`src/rtl/traffic_light_ctrl.sv`:
```
// traffic_light_ctrl
//   N-phase demand-actuated traffic light controller with latched requests,
//   minimum/maximum green with extension, yellow and all-red clearance.
//   Optional flashing-yellow mode is compiled in with `define TL_FLASH_EN.
//
// Ports:
//   clk       rising-edge clock
//   rst_n     asynchronous active-low reset
//   req_i     per-phase demand (pulse or level)
//   green_o   per-phase green lamp (registered)
//   yellow_o  per-phase yellow lamp (registered)
//   red_o     per-phase red lamp (registered)
//   phase_o   index of the current / last served phase
//   pend_o    latched pending-demand vector
//   flash_i   flash-mode request (only with TL_FLASH_EN)
module traffic_light_ctrl #(
  parameter int unsigned NUM_PHASES = 2,
  parameter int unsigned GREEN_MIN  = 8,
  parameter int unsigned GREEN_MAX  = 32,
  parameter int unsigned YELLOW_CYC = 3,
  parameter int unsigned ALLRED_CYC = 2,
  parameter int unsigned FLASH_CYC  = 4,
  localparam int unsigned PH_W      = $clog2(NUM_PHASES)
) (
  input  logic                  clk,
  input  logic                  rst_n,
  input  logic [NUM_PHASES-1:0] req_i,
  output logic [NUM_PHASES-1:0] green_o,
  output logic [NUM_PHASES-1:0] yellow_o,
  output logic [NUM_PHASES-1:0] red_o,
  output logic [PH_W-1:0]       phase_o,
  output logic [NUM_PHASES-1:0] pend_o
`ifdef TL_FLASH_EN
  ,
  input  logic                  flash_i
`endif
);

  localparam int unsigned MAX_GY  = (GREEN_MAX > YELLOW_CYC) ? GREEN_MAX : YELLOW_CYC;
  localparam int unsigned MAX_AF  = (ALLRED_CYC > FLASH_CYC) ? ALLRED_CYC : FLASH_CYC;
  localparam int unsigned MAX_DUR = (MAX_GY > MAX_AF) ? MAX_GY : MAX_AF;
  localparam int unsigned TW      = $clog2(MAX_DUR) + 1;

  localparam logic [TW-1:0] GMIN_M1 = TW'(GREEN_MIN - 1);
  localparam logic [TW-1:0] GMAX_M1 = TW'(GREEN_MAX - 1);
  localparam logic [TW-1:0] YEL_M1  = TW'(YELLOW_CYC - 1);
  localparam logic [TW-1:0] AR_M1   = TW'(ALLRED_CYC - 1);
`ifdef TL_FLASH_EN
  localparam logic [TW-1:0] FL_M1   = TW'(FLASH_CYC - 1);
`endif

  typedef enum logic [1:0] {
    S_ALL_RED,
    S_GREEN,
    S_YELLOW
`ifdef TL_FLASH_EN
    ,
    S_FLASH
`endif
  } state_t;

  state_t                  state_q, state_d;
  logic [TW-1:0]           timer_q, timer_d;
  logic [TW-1:0]           gcnt_q, gcnt_d;
  logic [PH_W-1:0]         phase_q, phase_d;
  logic [NUM_PHASES-1:0]   pend_q, pend_d;
  logic [NUM_PHASES-1:0]   green_q, green_d;
  logic [NUM_PHASES-1:0]   yellow_q, yellow_d;
  logic [NUM_PHASES-1:0]   red_q, red_d;
`ifdef TL_FLASH_EN
  logic                    flash_on_q, flash_on_d;
`endif

  logic [NUM_PHASES-1:0]   cur_oh, nxt_oh, own, dem;
  logic [PH_W-1:0]         nxt_phase;
  int unsigned             idx;

  always_comb begin
    cur_oh          = '0;
    cur_oh[phase_q] = 1'b1;
    dem             = pend_q | req_i;

    // Round-robin search: scanning from the farthest offset down to the
    // nearest lets the closest demanding phase overwrite earlier hits.
    nxt_phase = PH_W'((32'(phase_q) + 32'd1) % NUM_PHASES);
    idx       = 0;
    for (int unsigned k = NUM_PHASES; k >= 1; k--) begin
      idx = (32'(phase_q) + k) % NUM_PHASES;
      if (dem[PH_W'(idx)]) nxt_phase = PH_W'(idx);
    end

    state_d = state_q;
    timer_d = timer_q;
    gcnt_d  = gcnt_q;
    phase_d = phase_q;
`ifdef TL_FLASH_EN
    flash_on_d = flash_on_q;
`endif

    // Requests for the phase currently being served are not latched.
    own    = (state_q == S_GREEN || state_q == S_YELLOW) ? cur_oh : '0;
    pend_d = pend_q | (req_i & ~own);

    case (state_q)
      S_ALL_RED: begin
        if (timer_q == '0) begin
          state_d = S_GREEN;
          gcnt_d  = '0;
          phase_d = nxt_phase;
        end else begin
          timer_d = timer_q - TW'(1);
        end
      end
      S_GREEN: begin
        if ((gcnt_q >= GMIN_M1 && |(dem & ~cur_oh)) || gcnt_q == GMAX_M1) begin
          state_d = S_YELLOW;
          timer_d = YEL_M1;
        end else begin
          gcnt_d = gcnt_q + TW'(1);
        end
      end
      S_YELLOW: begin
        if (timer_q == '0) begin
          state_d = S_ALL_RED;
          timer_d = AR_M1;
        end else begin
          timer_d = timer_q - TW'(1);
        end
      end
`ifdef TL_FLASH_EN
      S_FLASH: begin
        if (!flash_i) begin
          state_d = S_ALL_RED;
          timer_d = AR_M1;
        end else if (timer_q == '0) begin
          flash_on_d = ~flash_on_q;
          timer_d    = FL_M1;
        end else begin
          timer_d = timer_q - TW'(1);
        end
      end
`endif
      default: begin
        state_d = S_ALL_RED;
        timer_d = AR_M1;
      end
    endcase

`ifdef TL_FLASH_EN
    // Flash entry overrides any normal transition, including a green start.
    if (flash_i && state_q != S_FLASH) begin
      state_d    = S_FLASH;
      timer_d    = FL_M1;
      phase_d    = phase_q;
      flash_on_d = 1'b1;
    end
`endif

    // Clearing is applied after the flash override so a suppressed green
    // start leaves the pending bit intact.
    if (state_d == S_GREEN && state_q != S_GREEN) pend_d[phase_d] = 1'b0;

    nxt_oh          = '0;
    nxt_oh[phase_d] = 1'b1;
    green_d  = (state_d == S_GREEN)  ? nxt_oh : '0;
    yellow_d = (state_d == S_YELLOW) ? nxt_oh : '0;
    red_d    = ~(green_d | yellow_d);
`ifdef TL_FLASH_EN
    if (state_d == S_FLASH) begin
      yellow_d = {NUM_PHASES{flash_on_d}};
      red_d    = '0;
    end
`endif
  end

  always_ff @(posedge clk or negedge rst_n) begin
    if (!rst_n) begin
      state_q  <= S_ALL_RED;
      timer_q  <= AR_M1;
      gcnt_q   <= '0;
      phase_q  <= PH_W'(NUM_PHASES - 1);
      pend_q   <= '0;
      green_q  <= '0;
      yellow_q <= '0;
      red_q    <= '1;
`ifdef TL_FLASH_EN
      flash_on_q <= 1'b0;
`endif
    end else begin
      state_q  <= state_d;
      timer_q  <= timer_d;
      gcnt_q   <= gcnt_d;
      phase_q  <= phase_d;
      pend_q   <= pend_d;
      green_q  <= green_d;
      yellow_q <= yellow_d;
      red_q    <= red_d;
`ifdef TL_FLASH_EN
      flash_on_q <= flash_on_d;
`endif
    end
  end

  assign green_o  = green_q;
  assign yellow_o = yellow_q;
  assign red_o    = red_q;
  assign phase_o  = phase_q;
  assign pend_o   = pend_q;

endmodule

```
`config.mk`:
```
export PLATFORM = sky130hd
export DESIGN_NAME = traffic_light_ctrl
export DESIGN_NICKNAME = d
export VERILOG_FILES = /design/src/rtl/traffic_light_ctrl.sv
export SDC_FILE = /design/constraint.sdc
export NUM_CORES = 1
export LEC_CHECK = 0
export BUFFER_PORTS_ARGS = -buffer_cell sky130_fd_sc_hd__buf_2
export CAP_MARGIN = 20
export CORE_UTILIZATION = 25
export DETAILED_ROUTE_END_ITERATION = 8
export GPL_TIMING_DRIVEN = 0
export PLACE_DENSITY = 0.51
export SLEW_MARGIN = 40
export SYNTH_ARGS = -nofsm -noshare
export SYNTH_HDL_FRONTEND = slang
export SYNTH_SLANG_ARGS = --single-unit
```
`constraint.sdc`:
```
create_clock -name clk -period 2.6 [get_ports clk]
set_clock_uncertainty 0.1 [all_clocks]
set_input_delay 0.13 -clock clk [delete_from_list [all_inputs] [get_ports clk]]
set_output_delay 0.13 -clock clk [all_outputs]
set_load 0.005 [all_outputs]
```
==> results.cfg, run 1 <==
[status]
outcome = finished, final reports clean

[floorplanning]
coreArea_um2 = 5240
start_util_pct = 26.7
ios = 13
die_w_um = 76.8
num_rows = 26
design.die.area_um2 = 5890
die_h_um = 76.8

[yosys]
synth_top_area_share_pct = 34.0
synth.avg_cell_area_um2 = 9.44
synth_cell_type_count = 47
synth_xor_area_share_pct = 0
synthTopCellsByCount = dfrtp_1, nor2_1, nor3_1
synth.mux.area_fraction_pct = 2.24
synth_compound_area_share_pct = 23.9
dominantRegCellSynth = dfrtp_1
syn_nets = 158
synth-async-reset-ratio_pct = 100
seq_area_frac_synth_pct = 41.5
netlist_area_um2 = 1400
synth_top_family_by_area = compound AO/OA/AOI/OAI gates
synth_largest_area_cell = dfrtp_1
synth.ff_latch_count = 23
yosys_warnings = 0
synth_most_common_cell = dfrtp_1
yosys.area_share.adder_pct = 5.37
synth.area.top_cells = dfrtp_1, dfstp_2, ha_1
synthSimpleGateAreaFrac_pct = 23.7
syn_inst = 148
synth_edf_count = 0

[worst_setup_path]
r2r_slack_ps = 170
crit_buf_inv = 1
end_kind = register
worstSetupPathDepth = 7
r2r-start = timer_q[0]
reg2reg_to = gcnt_q[3]
path_cells = inv_1 -> ha_1 -> or4b_4 -> o21ai_4 -> or3b_1 -> or4_1 -> o21ai_1
criticalPathCategory = register to register
cp_data_arrival_time_ps = 2530
critPathLaunch = timer_q[0]
cp.required_ps = 2710
startpoint_type = register
r2r_cells = 7
max_stage_delay_ps = 530
critPathMaxFanout = 7
critPathTopFamily = simple AND/OR/NAND/NOR gates
slowest_stage = or4b_4

[finish]
regArea_um2 = 581
final_nets = 176
final_core_util_pct = 31.1
fill_cells = 554
areaGrowthSynthToFinish_pct = 16.6
multi_input_area_um2 = 797
drive_gt1_share_pct = 20.0
n_antenna_cell = 0

[sta]
fin_crit_sh_pct = 93.3
fmax_mhz = 412
slew_headroom_pct = 64.9
fin_crit_ps = 2430
fin_tns_setup_ps = 0
slew_viol_final = 0
tightest_slew_ps = 526
finalSetupViolations = 0
rsz0062_at_grt = no
finalHoldViolCount = 0

[detailed_routing]
drtPass1Iterations = 4
routed_wl_um = 3170
drt.antenna.violating_nets = 0
drt_iter0_drc = 39
wl_per_cell_um = 13.5
num_vias = 1206
viasPerCell = 5.13
drt_drc_violations_left = 0

[job]
maxCapViolCount = 0

[grt]
grt_start_max_net_pins = 24
grt_overflow = 0
antenna_found_initial = 0
grt_use_total_pct = 12.1
grt_pass1_wl_um = 5840
grt_pass1_vias = 1203

[pwr]
clkPwrFrac_pct = 11.9
p_comb_share_pct = 54.7
p_int_w = 0.00107
p_sw_share_pct = 45.7
power_density_nw_per_um2 = 1210
ir_worst_vdd_v = 0.000464
p_switching_w = 0.000900
power_frac_seq_pct = 33.4
p_leak_nw = 0.693

[clock_tree]
cts_tree = built
clock_latency_ps = 270
cts_setup_buffers = 0
cts_root_buffer = clkbuf_8
cts_max_level = 1
cts_inserted_buffers = 3
clock_path_buffers = 2
cts.sinks = 23
clkTransAtPathRegs_ps = 90

[hold_path]
hp-start = req_i[0]
holdCritPathClass = primary input to register
holdPathEnd = pend_o[0]
holdPathStages = 3

[placed_design]
hpwl_um = 2330
port_buffers = 12
routabilityCongestion = 0.855
[metrics by stage]
stage	std cells	power [W]	hold slack [ps]	cell area [um2]	setup slack, ps
floorplan	148	0.00142	-266	1400	331
global placement	230	0.00171	45.0	1550	164
detailed placement	230	0.00170	47.7	1550	180
CTS	235	0.00195	59.4	1600	149
global route	235	0.00217	78.8	1630	0.379
finish	235	0.00197	72.7	1630	174
[tightest hold or removal path, stage by stage]
cell and delay (ps):
buf_2 110, a21oi_1 120, a31oi_1 50
[cells by family (layout without fill, tap and decap cells)]
logic type	after synthesis	after routing
simple gates	58	58
compound gates	46	46
flops	23	23
buf+inv	12	29
fa+ha+maj	6	6
mux	3	3
[worst max-delay path by stage]
stage             endpoint  slack (ps)
6_report         gcnt_q[3]         170
5_1_grt          gcnt_q[3]         0.4
4_1_cts        yellow_o[0]         150
3_5_place_dp    green_o[0]         180
3_3_place_gp    green_o[0]         160
2_1_floorplan    gcnt_q[3]         330
[state kept, by name (all words and copies together) (netlist names)]
signal	count
phase_o	1
gcnt_q	6
green_o	2
timer_q	6
yellow_o	2
state_q	2
pend_o	2
red_o	2
[final cells by class]
type,count,share of cell area (%)
clock buffers,3,2.53
multi-input cells,113,48.9
plain buffers,1,0.230
well taps,70,5.38
clock inverters,1,0.461
inverters,11,2.53
flip-flops and latches,23,35.6
repair buffers,13,4.30
[layout by cell type (no fill, tap or decap), types with 3 or more instances in the layout]
cell type  Yosys  final
a31oi_1        3      3
nand2b_1       5      5
ha_1           6      6
o211ai_1       4      4
a211o_1        3      3
dfstp_2        4      4
clkbuf_8       0      3
nand2_1        6      6
nor2_1        12     12
dfrtp_1       19     19
inv_1          9      9
or4_1          3      3
nand3_1        7      6
buf_2          0     12
nor3_1        10      9
o21ai_0        7      7
a21oi_1        7      6
[power by group through the flow]
stage	combinational, W	sequential [W]	clock [W]
finish	0.00108	0.000658	0.000234
global route	0.00122	0.000684	0.000256
CTS	0.00105	0.000654	0.000241
detailed placement	0.00104	0.000658	0
global placement	0.00105	0.000662	0
floorplan	0.000789	0.000632	0
[metal layers]
metal	wire length, um	part of all wire [%]	track usage [%]	vias up
met5	0	0	0	-
met4	18	0.57	2.31	0
met3	166	5.2	2.86	4
met2	1460	46	19.4	35
met1	1530	48	16.6	575
li1	-	-	-	592
[what timing repair did]
item,4_1_cts,5_1_grt
gates resized for setup,0,5
endpoints found under the setup margin,0,4
hold buffers,1,0
hold endpoints to repair,19,0
Power figures use the tool's default switching activity.
==> inputs of run 2 (changes only) <==
PLACE_DENSITY = 0.37   (was 0.51)
==> run 2 against run 1 <==
Compared with the run above: cell area up 0.92%; setup slack worse by 30 ps; via count up 0.25%; highest routed layer unchanged; clock-buffer cell count up 1; sequential share of layout area down 0.33 points; critical path depth up 1; sequential power about the same; register-to-register slack worse by 30 ps; flip-flop and latch count unchanged; global-route usage up 1.5 points; combinational power up 7%; power up 4.2%.
==> results.cfg, run 2 (synthesis results as in run 1) <==
[hold_path]
holdCritPathClass = primary input to register
holdPathStages = 3

[placed_design]
hpwl_um = 2780
routabilityCongestion = 0.799
port_buffers = 12

[finish]
n_antenna_cell = 0
mostFrequentLayoutCells = dfrtp_1, nor2_1, buf_2
reg_top3 = gcnt_q (6), timer_q (6)
final_common_cell = dfrtp_1
drive_gt1_share_pct = 21.6
fill_cells = 558
final_nets = 178
areaGrowthSynthToFinish_pct = 17.6

[sta]
fin_tns_setup_ps = 0
fmax_mhz = 407
fin_crit_ps = 2460
tightest_slew_ps = 571
slew_headroom_pct = 61.9
fin_crit_sh_pct = 94.5
slew_viol_final = 0
holdWs_ps = 78.4
finalHoldViolCount = 0
finalSetupViolations = 0

[pwr]
p_leak_nw = 0.707
ir_worst_vdd_v = 0.000410
power_density_nw_per_um2 = 1250

[worst_setup_path]
startpoint_type = register
r2r_cells = 8
cp_data_arrival_time_ps = 2530
criticalPathCategory = register to register
end_kind = register
critPathMaxFanout = 5
cp.required_ps = 2680

[detailed_routing]
drtPass1Iterations = 4
drt.antenna.violating_nets = 0
drt_drc_violations_left = 0
wl_per_cell_um = 15.8
num_vias = 1209
routed_wl_um = 3750
drt_iter0_drc = 43
viasPerCell = 5.10

[job]
maxCapViolCount = 0

[floorplanning]
num_rows = 26
design.die.area_um2 = 5890
die_w_um = 76.8
coreArea_um2 = 5240
start_util_pct = 26.7
ios = 13
die_h_um = 76.8

[grt]
grt_overflow = 0
grt_pass1_vias = 1308
grt_start_max_net_pins = 24
grt_pass1_wl_um = 6400
grt_use_total_pct = 13.6
antenna_found_initial = 0

[clock_tree]
cts.sinks = 23
clock_path_buffers = 2
clkTransAtPathRegs_ps = 90
cts_tree = built
cts_inserted_buffers = 3
clock_latency_ps = 260
cts_max_level = 1
cts_root_buffer = clkbuf_8

[status]
outcome = finished, final reports clean
==> run 2: layout make-up <==
class / count / area (um2) / share of cell area, %
timing repair buffer: 15 / 85.1 / 5.18
tap: 70 / 87.6 / 5.33
buffer: 1 / 5.00 / 0.304
sequential: 23 / 581 / 35.3
multi-input combinational: 113 / 800 / 48.6
clock buffer: 4 / 45.0 / 2.74
inverter: 11 / 41.3 / 2.51
==> run 2: final timing paths <==
path	from	to	slack, ps
hold reg to reg	timer_q[1]	timer_q[1]	430
setup reg to reg	timer_q[0]	red_o[1]	140
setup / recovery	timer_q[0]	red_o[1]	140
hold / removal	req_i[0]	pend_o[0]	80
max in group asynchronous	rst_n	red_o[1]	1740
min in group asynchronous	rst_n	gcnt_q[4]	280
==> run 2: what timing repair did <==
item,in CTS,in global routing
gates resized for setup,0,8
hold buffers,1,0
buffers inserted,0,2
setup endpoints to repair,0,8
endpoints found under the hold margin,19,0
==> run 2: per-layer routing <==
layer  wire, um  part of all wire, %  vias to the layer above  global-route usage [%]
met5          0                    0                        -                       0
met4         48                  1.3                        0                    2.69
met3         82                  2.2                        4                    2.62
met2       1720                   46                       13                    23.3
met1       1900                   51                      596                    17.6
li1           -                    -                      596                       -
==> run 2: power by group <==
part           internal, W  leakage [nW]  switching, W
clock network     0.000109        0.0228      0.000119
logic             0.000481         0.394      0.000683
registers         0.000514         0.290      0.000146
total              0.00110         0.707      0.000948
==> run 2: worst max-delay path, cell delays in order, from the launching register on <==
cell       delay [ps]
dfstp_2           390
inv_1              70
ha_1              220
or4b_4            540
or4_1             490
a21oi_2           220
a211oi_4           90
inv_2             130
o2111ai_1         140
==> run 2: metrics by stage <==
stage	cells	worst slack (ps)	total power, W	utilization [%]	cell area [um2]
CTS	235	78.9	0.00199	30.6	1600
global placement	230	129	0.00173	29.5	1550
detailed placement	230	118	0.00175	29.5	1550
floorplan	148	331	0.00142	-	1400
finish	237	144	0.00205	31.4	1640
global route	237	-48.7	0.00224	31.4	1640
